--- config.mk ---
export PLATFORM = sky130hd
export DESIGN_NAME = apb_slave_regs
export DESIGN_NICKNAME = d
export VERILOG_FILES = /design/src/rtl/apb_pkg.sv /design/src/rtl/apb_wait_ctr.sv /design/src/rtl/apb_slave_regs.sv
export SDC_FILE = /design/constraint.sdc
export NUM_CORES = 1
export LEC_CHECK = 0
export CAP_MARGIN = 20
export CORE_MARGIN = 1.5
export CORE_UTILIZATION = 40
export CTS_CLUSTER_DIAMETER = 30
export DETAILED_ROUTE_END_ITERATION = 7
export GPL_ROUTABILITY_DRIVEN = 0
export MAX_ROUTING_LAYER = met4
export PLACE_DENSITY = 0.62
export SLEW_MARGIN = 20
export SYNTH_ARGS = -nofsm -noshare
export SYNTH_HDL_FRONTEND = slang
export SYNTH_HIERARCHICAL = 1
export SYNTH_SLANG_ARGS = --single-unit
--- constraint.sdc ---
create_clock -name pclk -period 6 [get_ports pclk]
set_clock_uncertainty 0.2 [all_clocks]
set_input_delay 1.2 -clock pclk [delete_from_list [all_inputs] [get_ports pclk]]
set_output_delay 1.2 -clock pclk [all_outputs]
set_load 0.05 [all_outputs]
--- src/rtl/apb_pkg.sv ---
// Shared types and constants for the APB register slave.
//   DATA_W / ADDR_W : APB data and address widths
//   CNT_W           : width of the ACCESS wait counter
//   ADDR_ID/ADDR_WO : read-only ID register and write-only register addresses
//   apb_state_e     : slave FSM states
//   apb_req_t       : transfer fields captured from the setup phase
package apb_pkg;

    localparam int unsigned DATA_W = 32;
    localparam int unsigned ADDR_W = 32;
    localparam int unsigned CNT_W  = 4;

    localparam logic [ADDR_W-1:0] ADDR_ID = 32'h04;
    localparam logic [ADDR_W-1:0] ADDR_WO = 32'h08;

    typedef enum logic [1:0] {
        ST_IDLE   = 2'd0,
        ST_SETUP  = 2'd1,
        ST_ACCESS = 2'd2
    } apb_state_e;

    typedef struct packed {
        logic [ADDR_W-1:0] addr;
        logic              write;
        logic [DATA_W-1:0] wdata;
    } apb_req_t;

endpackage

--- src/rtl/apb_wait_ctr.sv ---
// Loadable 4-bit down-counter with registered zero flag; stops at zero.
//   clk, rst_n   : clock, async active-low reset (count 0, zero flag 1)
//   load_i       : load load_val_i (has priority over dec_i)
//   dec_i        : decrement by one while non-zero
//   cnt_o        : current count
//   zero_o       : high while the count is zero
module apb_wait_ctr
    import apb_pkg::*;
(
    input  logic             clk,
    input  logic             rst_n,
    input  logic             load_i,
    input  logic             dec_i,
    input  logic [CNT_W-1:0] load_val_i,
    output logic [CNT_W-1:0] cnt_o,
    output logic             zero_o
);

    logic [CNT_W-1:0] cnt_q, cnt_d;
    logic             zero_q;

    // Next count: load wins, otherwise saturating decrement.
    always_comb begin
        cnt_d = cnt_q;
        if (load_i) begin
            cnt_d = load_val_i;
        end else if (dec_i && !zero_q) begin
            cnt_d = cnt_q - CNT_W'(1);
        end
    end

    always_ff @(posedge clk or negedge rst_n) begin
        if (!rst_n) begin
            cnt_q  <= '0;
            zero_q <= 1'b1;
        end else begin
            cnt_q  <= cnt_d;
            zero_q <= (cnt_d == '0);
        end
    end

    assign cnt_o  = cnt_q;
    assign zero_o = zero_q;

endmodule

--- src/rtl/apb_slave_regs.sv ---
// APB slave with a bank of 32-bit registers, a read-only ID word at 0x04,
// a write-only word at 0x08 and a programmable number of wait states.
//   pclk, presetn           : clock, async active-low reset
//   psel, penable, pwrite   : APB control
//   paddr, pwdata           : APB byte address and write data
//   pready                  : one-cycle completion pulse
//   prdata, pslverr         : read data / error, non-zero only with pready
module apb_slave_regs
    import apb_pkg::*;
#(
    parameter int unsigned       WAIT_CYCLES = 2,
    parameter int unsigned       NUM_REGS    = 16,
    parameter logic [DATA_W-1:0] ID_VALUE    = 32'hA5B0_0001
) (
    input  logic              pclk,
    input  logic              presetn,
    input  logic              psel,
    input  logic              penable,
    input  logic              pwrite,
    input  logic [ADDR_W-1:0] paddr,
    input  logic [DATA_W-1:0] pwdata,
    output logic              pready,
    output logic [DATA_W-1:0] prdata,
    output logic              pslverr
);

    localparam int unsigned       IDX_W      = (NUM_REGS > 1) ? $clog2(NUM_REGS) : 1;
    localparam logic [ADDR_W-1:0] ADDR_LIMIT = ADDR_W'(NUM_REGS * 4);
    localparam logic [CNT_W-1:0]  WAIT_LD    = CNT_W'(WAIT_CYCLES);

    apb_state_e        state_q, state_d;
    apb_req_t          req_q, req_d;
    logic              pready_q, pready_d;
    logic              pslverr_q, pslverr_d;
    logic [DATA_W-1:0] prdata_q, prdata_d;
    logic [DATA_W-1:0] bank_q [NUM_REGS];

    logic              go;
    logic              ctr_load, ctr_dec, ctr_zero;
    logic [CNT_W-1:0]  ctr_cnt;
    logic              addr_err;
    logic              wr_en;
    logic [IDX_W-1:0]  idx;
    logic [DATA_W-1:0] rd_val;

    apb_wait_ctr u_wait_ctr (
        .clk        (pclk),
        .rst_n      (presetn),
        .load_i     (ctr_load),
        .dec_i      (ctr_dec),
        .load_val_i (WAIT_LD),
        .cnt_o      (ctr_cnt),
        .zero_o     (ctr_zero)
    );

    // Decode of the captured request.
    always_comb begin
        idx      = req_q.addr[2 +: IDX_W];
        addr_err = (req_q.addr[1:0] != 2'b00)
                || (req_q.addr >= ADDR_LIMIT)
                || ( req_q.write && (req_q.addr == ADDR_ID))
                || (!req_q.write && (req_q.addr == ADDR_WO));
        rd_val   = (req_q.addr == ADDR_ID) ? ID_VALUE : bank_q[idx];
    end

    // Next state and response. Responses are computed one cycle early so that
    // pready/prdata/pslverr come straight from flops.
    always_comb begin
        go        = psel && penable;
        state_d   = state_q;
        req_d     = req_q;
        pready_d  = 1'b0;
        prdata_d  = '0;
        pslverr_d = 1'b0;
        ctr_load  = 1'b0;
        ctr_dec   = 1'b0;

        unique case (state_q)
            ST_IDLE: begin
                // penable without a preceding setup phase is ignored
                if (psel && !penable) state_d = ST_SETUP;
            end
            ST_SETUP: begin
                if (go) begin
                    state_d  = ST_ACCESS;
                    ctr_load = 1'b1;
                    pready_d = (WAIT_CYCLES == 0);
                end else if (psel) begin
                    state_d = ST_SETUP;
                end else begin
                    state_d = ST_IDLE;
                end
            end
            ST_ACCESS: begin
                if (ctr_zero) begin
                    // completion cycle (pready high now)
                    state_d = (psel && !penable) ? ST_SETUP : ST_IDLE;
                end else if (go) begin
                    ctr_dec  = 1'b1;
                    pready_d = (ctr_cnt == CNT_W'(1));
                end else begin
                    // master withdrew before completion
                    state_d = ST_IDLE;
                end
            end
            default: state_d = ST_IDLE;
        endcase

        if (state_d == ST_SETUP) begin
            req_d = '{addr: paddr, write: pwrite, wdata: pwdata};
        end

        if (pready_d) begin
            pslverr_d = addr_err;
            if (!req_q.write && !addr_err) prdata_d = rd_val;
        end
    end

    always_ff @(posedge pclk or negedge presetn) begin
        if (!presetn) begin
            state_q   <= ST_IDLE;
            req_q     <= '0;
            pready_q  <= 1'b0;
            prdata_q  <= '0;
            pslverr_q <= 1'b0;
        end else begin
            state_q   <= state_d;
            req_q     <= req_d;
            pready_q  <= pready_d;
            prdata_q  <= prdata_d;
            pslverr_q <= pslverr_d;
        end
    end

    // Writes land at the end of an error-free completion cycle.
    assign wr_en = pready_q && req_q.write && !pslverr_q;

    always_ff @(posedge pclk or negedge presetn) begin
        if (!presetn) begin
            for (int unsigned i = 0; i < NUM_REGS; i++) bank_q[i] <= '0;
        end else if (wr_en) begin
            bank_q[idx] <= req_q.wdata;
        end
    end

    assign pready  = pready_q;
    assign prdata  = prdata_q;
    assign pslverr = pslverr_q;

endmodule

==> results.sh, run 1 <==
export IMPL_netlist_instances=1655
export IMPL_grt_pass1_vias=17100
export IMPL_failed_stage="5_2_route"
export IMPL_grt_start_max_net_pins=127
export IMPL_clock_root_buffer="clkbuf_16"
export IMPL_die_w_microns=264
export IMPL_synthAdderAreaFrac_pct=0.0460
export IMPL_synth_compound_area_share_pct=0.773
export IMPL_cts_resized_gates=0
export IMPL_synth_mux_area_share_pct=36.7
export IMPL_io_pins=103
export IMPL_yosys_warnings=6
export IMPL_start_util_pct=40.4
export IMPL_fp_dieH_microns=264
export IMPL_grt_use_total_pct=20.5
export IMPL_cts_setup_buffers=0
export IMPL_ys_ff_latch=618
export IMPL_numCtsBuffers=135
export IMPL_port_buffers=102
export IMPL_yosys_area_share_simple_pct=2.65
export IMPL_status="stopped before the end"
export IMPL_overflow=0
export IMPL_post_dp_hpwl_microns=36900
export IMPL_synth_edf_count=0
export IMPL_error_line="[ERROR DRT-0255] Maze Route cannot find path of net pclk in worker of routeBox ( 241500 0 ) ( 263765 48300 )."
export IMPL_grt_antenna_before_repair=0
export IMPL_synth_cell_types=49
export IMPL_synth_top_family_by_area="multiplexers"
export IMPL_syn_cell_area_sq_um=27200
export IMPL_ys_flop_type="dfrtp_1"
export IMPL_rows=95
export IMPL_cts_hold_buf=0
export IMPL_grt_pass1_wl_microns=105000
export IMPL_clock_sinks=618
export IMPL_synth_xor_area_share_pct=0.0644
export IMPL_cts_max_level=4
export IMPL_place_worst_setup_slack_ns=2.37
export IMPL_detailed_place_area_sq_um=29100
export IMPL_yosysSeqAreaShare_pct=56.9
export IMPL_async_flop_share_pct=100
export IMPL_avgSynthCellArea_sq_um=16.4
export IMPL_clk_path_buf_depth=3
## through the flow
| stage | instances | hold WS (ns) | util, % |
|---|---|---|---|
| after global routing | 2773 | 0.293 | 50.3 |
| after CTS | 2772 | 0.278 | 50.2 |
| after detailed placement | 2528 | 0.269 | 43.2 |
| after global placement | 2527 | 0.262 | 43.2 |
| after floorplan | 1659 | 0.252 | - |
## synth_stat cells, types with 3 or more instances
master | n | share of area (%)
a21oi_1 | 3 | 0.055
mux2_2 | 75 | 3.1
mux4_2 | 144 | 12
dfrtp_1 | 617 | 57
nand2_1 | 13 | 0.18
buf_1 | 8 | 0.11
nor4_1 | 8 | 0.18
mux2i_1 | 24 | 0.88
nor2_1 | 11 | 0.15
nand3b_1 | 5 | 0.14
inv_1 | 9 | 0.12
nor4b_1 | 26 | 0.84
nand3_1 | 10 | 0.18
mux2_1 | 502 | 21
a2bb2oi_1 | 8 | 0.26
buf_6 | 9 | 0.37
buf_2 | 43 | 0.79
nor2_2 | 5 | 0.12
clkbuf_1 | 56 | 0.77
buf_4 | 26 | 0.72
nand2b_1 | 4 | 0.092
a311oi_1 | 8 | 0.26
nor3b_1 | 3 | 0.083
or2_1 | 8 | 0.18
## per-layer routing
layer	track usage [%]
met5	-
met4	7.75
met3	3.84
met2	32.6
met1	26.3
## cells by family after synthesis
| kind of cell | Yosys count |
|---|---|
| AO/OA/AOI/OAI | 26 |
| XOR/XNOR | 2 |
| adder cells (fa/ha/maj) | 1 |
| buffers and inverters | 151 |
| flip-flops | 618 |
| multiplexers | 745 |
| other | 2 |
| AND/OR/NAND/NOR | 110 |
==> run 2: changes to the inputs <==
--- a/config.mk
+++ b/config.mk
@@ -7,12 +7,10 @@
 export LEC_CHECK = 0
 export CAP_MARGIN = 20
 export CORE_MARGIN = 1.5
-export CORE_UTILIZATION = 40
-export CTS_CLUSTER_DIAMETER = 30
+export CORE_UTILIZATION = 25
 export DETAILED_ROUTE_END_ITERATION = 7
 export GPL_ROUTABILITY_DRIVEN = 0
-export MAX_ROUTING_LAYER = met4
-export PLACE_DENSITY = 0.62
+export PLACE_DENSITY_LB_ADDON = 0.15
 export SLEW_MARGIN = 20
 export SYNTH_ARGS = -nofsm -noshare
 export SYNTH_HDL_FRONTEND = slang
==> results.sh, run 2 <==
export IMPL_swShare_pct=24.9
export IMPL_grt_setup_unrepaired="false"
export IMPL_slew_headroom_pct=23.4
export IMPL_power_frac_seq_pct=46.0
export IMPL_die_w_microns=333
export IMPL_arrival_ns=3.77
export IMPL_port_buffers=102
export IMPL_design_core_area_sq_um=108000
export IMPL_hold_class="reg -> reg"
export IMPL_fp_dieH_microns=333
export IMPL_syn2layout_area_growth_pct=18.6
export IMPL_netlist_instances=1655
export IMPL_p_int_mw=7.43
export IMPL_slew_viol_final=0
export IMPL_rows=120
export IMPL_reg2regPathDepth=5
export IMPL_setup_viol=0
export IMPL_leakagePower_nw=15.3
export IMPL_clockPowerShare_pct=47.2
export IMPL_worstSetupStartpointType="flop"
export IMPL_start_util_pct=25.3
export IMPL_cp_endpoint="prdata[22]$_DFF_PN0_"
export IMPL_yosysMostFrequentCell="dfrtp_1"
export IMPL_tns_ns=0
export IMPL_async_flop_share_pct=100
export IMPL_synth_top_cell_area_share_pct=56.8
export IMPL_syn_cell_area_sq_um=27200
export IMPL_worstHoldStart="bank_q[167]$_DFFE_PN0P_"
export IMPL_crit_start="idx[1]$_DFFE_PN0N_"
export IMPL_wl_per_cell_microns=23.6
export IMPL_finalNetCount=1800
export IMPL_cts_setup_buffers=0
export IMPL_clk_pin_slew_worst_paths_ns=0.06
export IMPL_cp_max_fo=33
export IMPL_numCtsBuffers=74
export IMPL_cp_end_kind="flop"
export IMPL_max_vdd_ir_drop_mv=0.166
export IMPL_finalCritPeriodShare_pct=59.1
export IMPL_r2r_slack_ns=2.45
export IMPL_cts_resized_gates=0
export IMPL_overflow=0
export IMPL_drive_gt1_share_pct=22.5
export IMPL_fillers=10700
export IMPL_drtIter0Drc=600
export IMPL_diodes=0
export IMPL_multiInputGateArea_sq_um=11100
export IMPL_power_density_nw_per_um2=307
export IMPL_grt_use_total_pct=14.0
export IMPL_min_period_ns=3.55
export IMPL_seqCellArea_sq_um=15500
export IMPL_ys_flop_type="dfrtp_1"
export IMPL_synth_cell_types=49
export IMPL_vias_per_cell=4.64
export IMPL_drc_errors=0
export IMPL_routed_wl_microns=75400
export IMPL_p_comb_share_pct=6.8
export IMPL_stdcell_count=3190
export IMPL_dr_total_vias=14800
export IMPL_largest_reg_flops=512
export IMPL_grt_antenna_before_repair=1
export IMPL_avgSynthCellArea_sq_um=16.4
export IMPL_place_inst=3057
export IMPL_ys_top_cells_by_count="dfrtp_1 (617), mux2_1 (502), mux4_2 (144)"
export IMPL_io_pins=103
export IMPL_grt_pass1_vias=16700
export IMPL_postRouteAntennaNets=0
export IMPL_crit_required_ns=6.22
export IMPL_die_area_sq_um=111000
export IMPL_max_freq_ghz=0.282
export IMPL_synth_edf_count=0
export IMPL_clock_sinks=618
export IMPL_top_register="bank_q"
export IMPL_drv_cap=0
export IMPL_final_cell_mix="dfrtp_1 (613), mux2_1 (502), mux4_2 (144)"
export IMPL_grt_start_max_net_pins=144
export IMPL_synthTopCellsByArea="dfrtp_1 (57%), mux2_1 (21%), mux4_2 (12%), mux2_2 (3.1%), mux2i_1 (0.88%)"
export IMPL_finalHoldViolations=0
export IMPL_ys_ff_latch=618
export IMPL_synth_top_area_cell="dfrtp_1"
export IMPL_grt_pass1_wl_microns=115000
export IMPL_critPathKind="reg -> reg"
export IMPL_post_dp_hpwl_microns=43700
export IMPL_yosysSeqAreaShare_pct=56.9
export IMPL_clock_latency_ns=0.62
export IMPL_cts_max_level=3
export IMPL_status="finished, final reports clean"
export IMPL_tightest_slew_ns=1.15
export IMPL_clock_root_buffer="clkbuf_16"
export IMPL_final_common_cell="dfrtp_1"
export IMPL_cts_tree="done"
export IMPL_yosys_warnings=6
export IMPL_clk_path_buf_depth=3
export IMPL_cts_hold_buf=0
export IMPL_drtPass1Iterations=4
export IMPL_power_switching_mw=2.46
export IMPL_rr_startpoint="idx[1]$_DFFE_PN0N_"
export IMPL_regToRegEndpoint="prdata[22]$_DFF_PN0_"
run 2: cell counts after synthesis:
Identical to the previous run, type by type.
run 2: layout make-up:
class / instances / share of cell area, %
clock buffer: 113 / 7.05
tap: 1403 / 5.44
clock inverter: 20 / 0.850
inverter: 9 / 0.105
timing repair buffer: 137 / 4.19
multi-input combinational: 890 / 34.4
sequential: 618 / 48.0
run 2: per-layer routing:
metal / global-route usage (%) / part of all wire [%]
met1: 18.3 / 44
met2: 23.6 / 49
met3: 2.19 / 3.7
met4: 4.44 / 2.4
met5: 0 / 0
run 2: worst min-delay path by stage:
stage | to | slack, ns | cells after the start
final | bank_q[167]$_DFFE_PN0P_ | 0.28 | 1
after global routing | bank_q[13]$_DFFE_PN0P_ | 0.29 | 1
after CTS | bank_q[57]$_DFFE_PN0P_ | 0.28 | 1
after detailed placement | bank_q[57]$_DFFE_PN0P_ | 0.27 | 1
after global placement | bank_q[391]$_DFFE_PN0P_ | 0.26 | 1
after floorplan | bank_q[340]$_DFFE_PN0P_ | 0.25 | 1
run 2: power by group through the flow:
| stage | sequential [mW] | combinational (mW) | clock [mW] |
|---|---|---|---|
| 2_1_floorplan | 4.41 | 0.540 | 0 |
| 3_3_place_gp | 4.63 | 0.692 | 0 |
| 3_5_place_dp | 4.63 | 0.695 | 0 |
| 4_1_cts | 4.56 | 0.698 | 4.86 |
| 5_1_grt | 4.58 | 0.737 | 5.03 |
| 6_report | 4.55 | 0.671 | 4.67 |
run 2: critical path, stage by stage (launching register included):
cell     delay [ns]
dfrtp_4        0.82
buf_4          0.61
buf_4          0.63
mux4_2         0.41
mux4_2         0.47
nor4b_1        0.15
run 2: logic make-up after synthesis:
group | Yosys count | synth area share, %
compound gates | 26 | 0.773
mux | 745 | 36.7
fa+ha+maj | 1 | 0.0460
simple gates | 110 | 2.65
buf+inv | 151 | 2.89
flops | 618 | 56.9
xor+xnor | 2 | 0.0644
other cells | 2 | 0.0276
run 2: metrics by stage:
step | area [sq um] | hold WS, ns | power [mW] | setup WS [ns] | utilization (%)
3_5_place_dp | 29700 | 0.269 | 5.33 | 2.27 | 27.6
4_1_cts | 32200 | 0.282 | 10.1 | 2.37 | 30.0
3_3_place_gp | 29700 | 0.262 | 5.32 | 2.31 | 27.6
5_1_grt | 32200 | 0.293 | 10.3 | 2.26 | 30.0
2_1_floorplan | 27200 | 0.252 | 4.95 | 3.29 | -
6_report | 32200 | 0.279 | 9.89 | 2.45 | 30.0
Note: power is estimated with default switching activity, not from simulation.
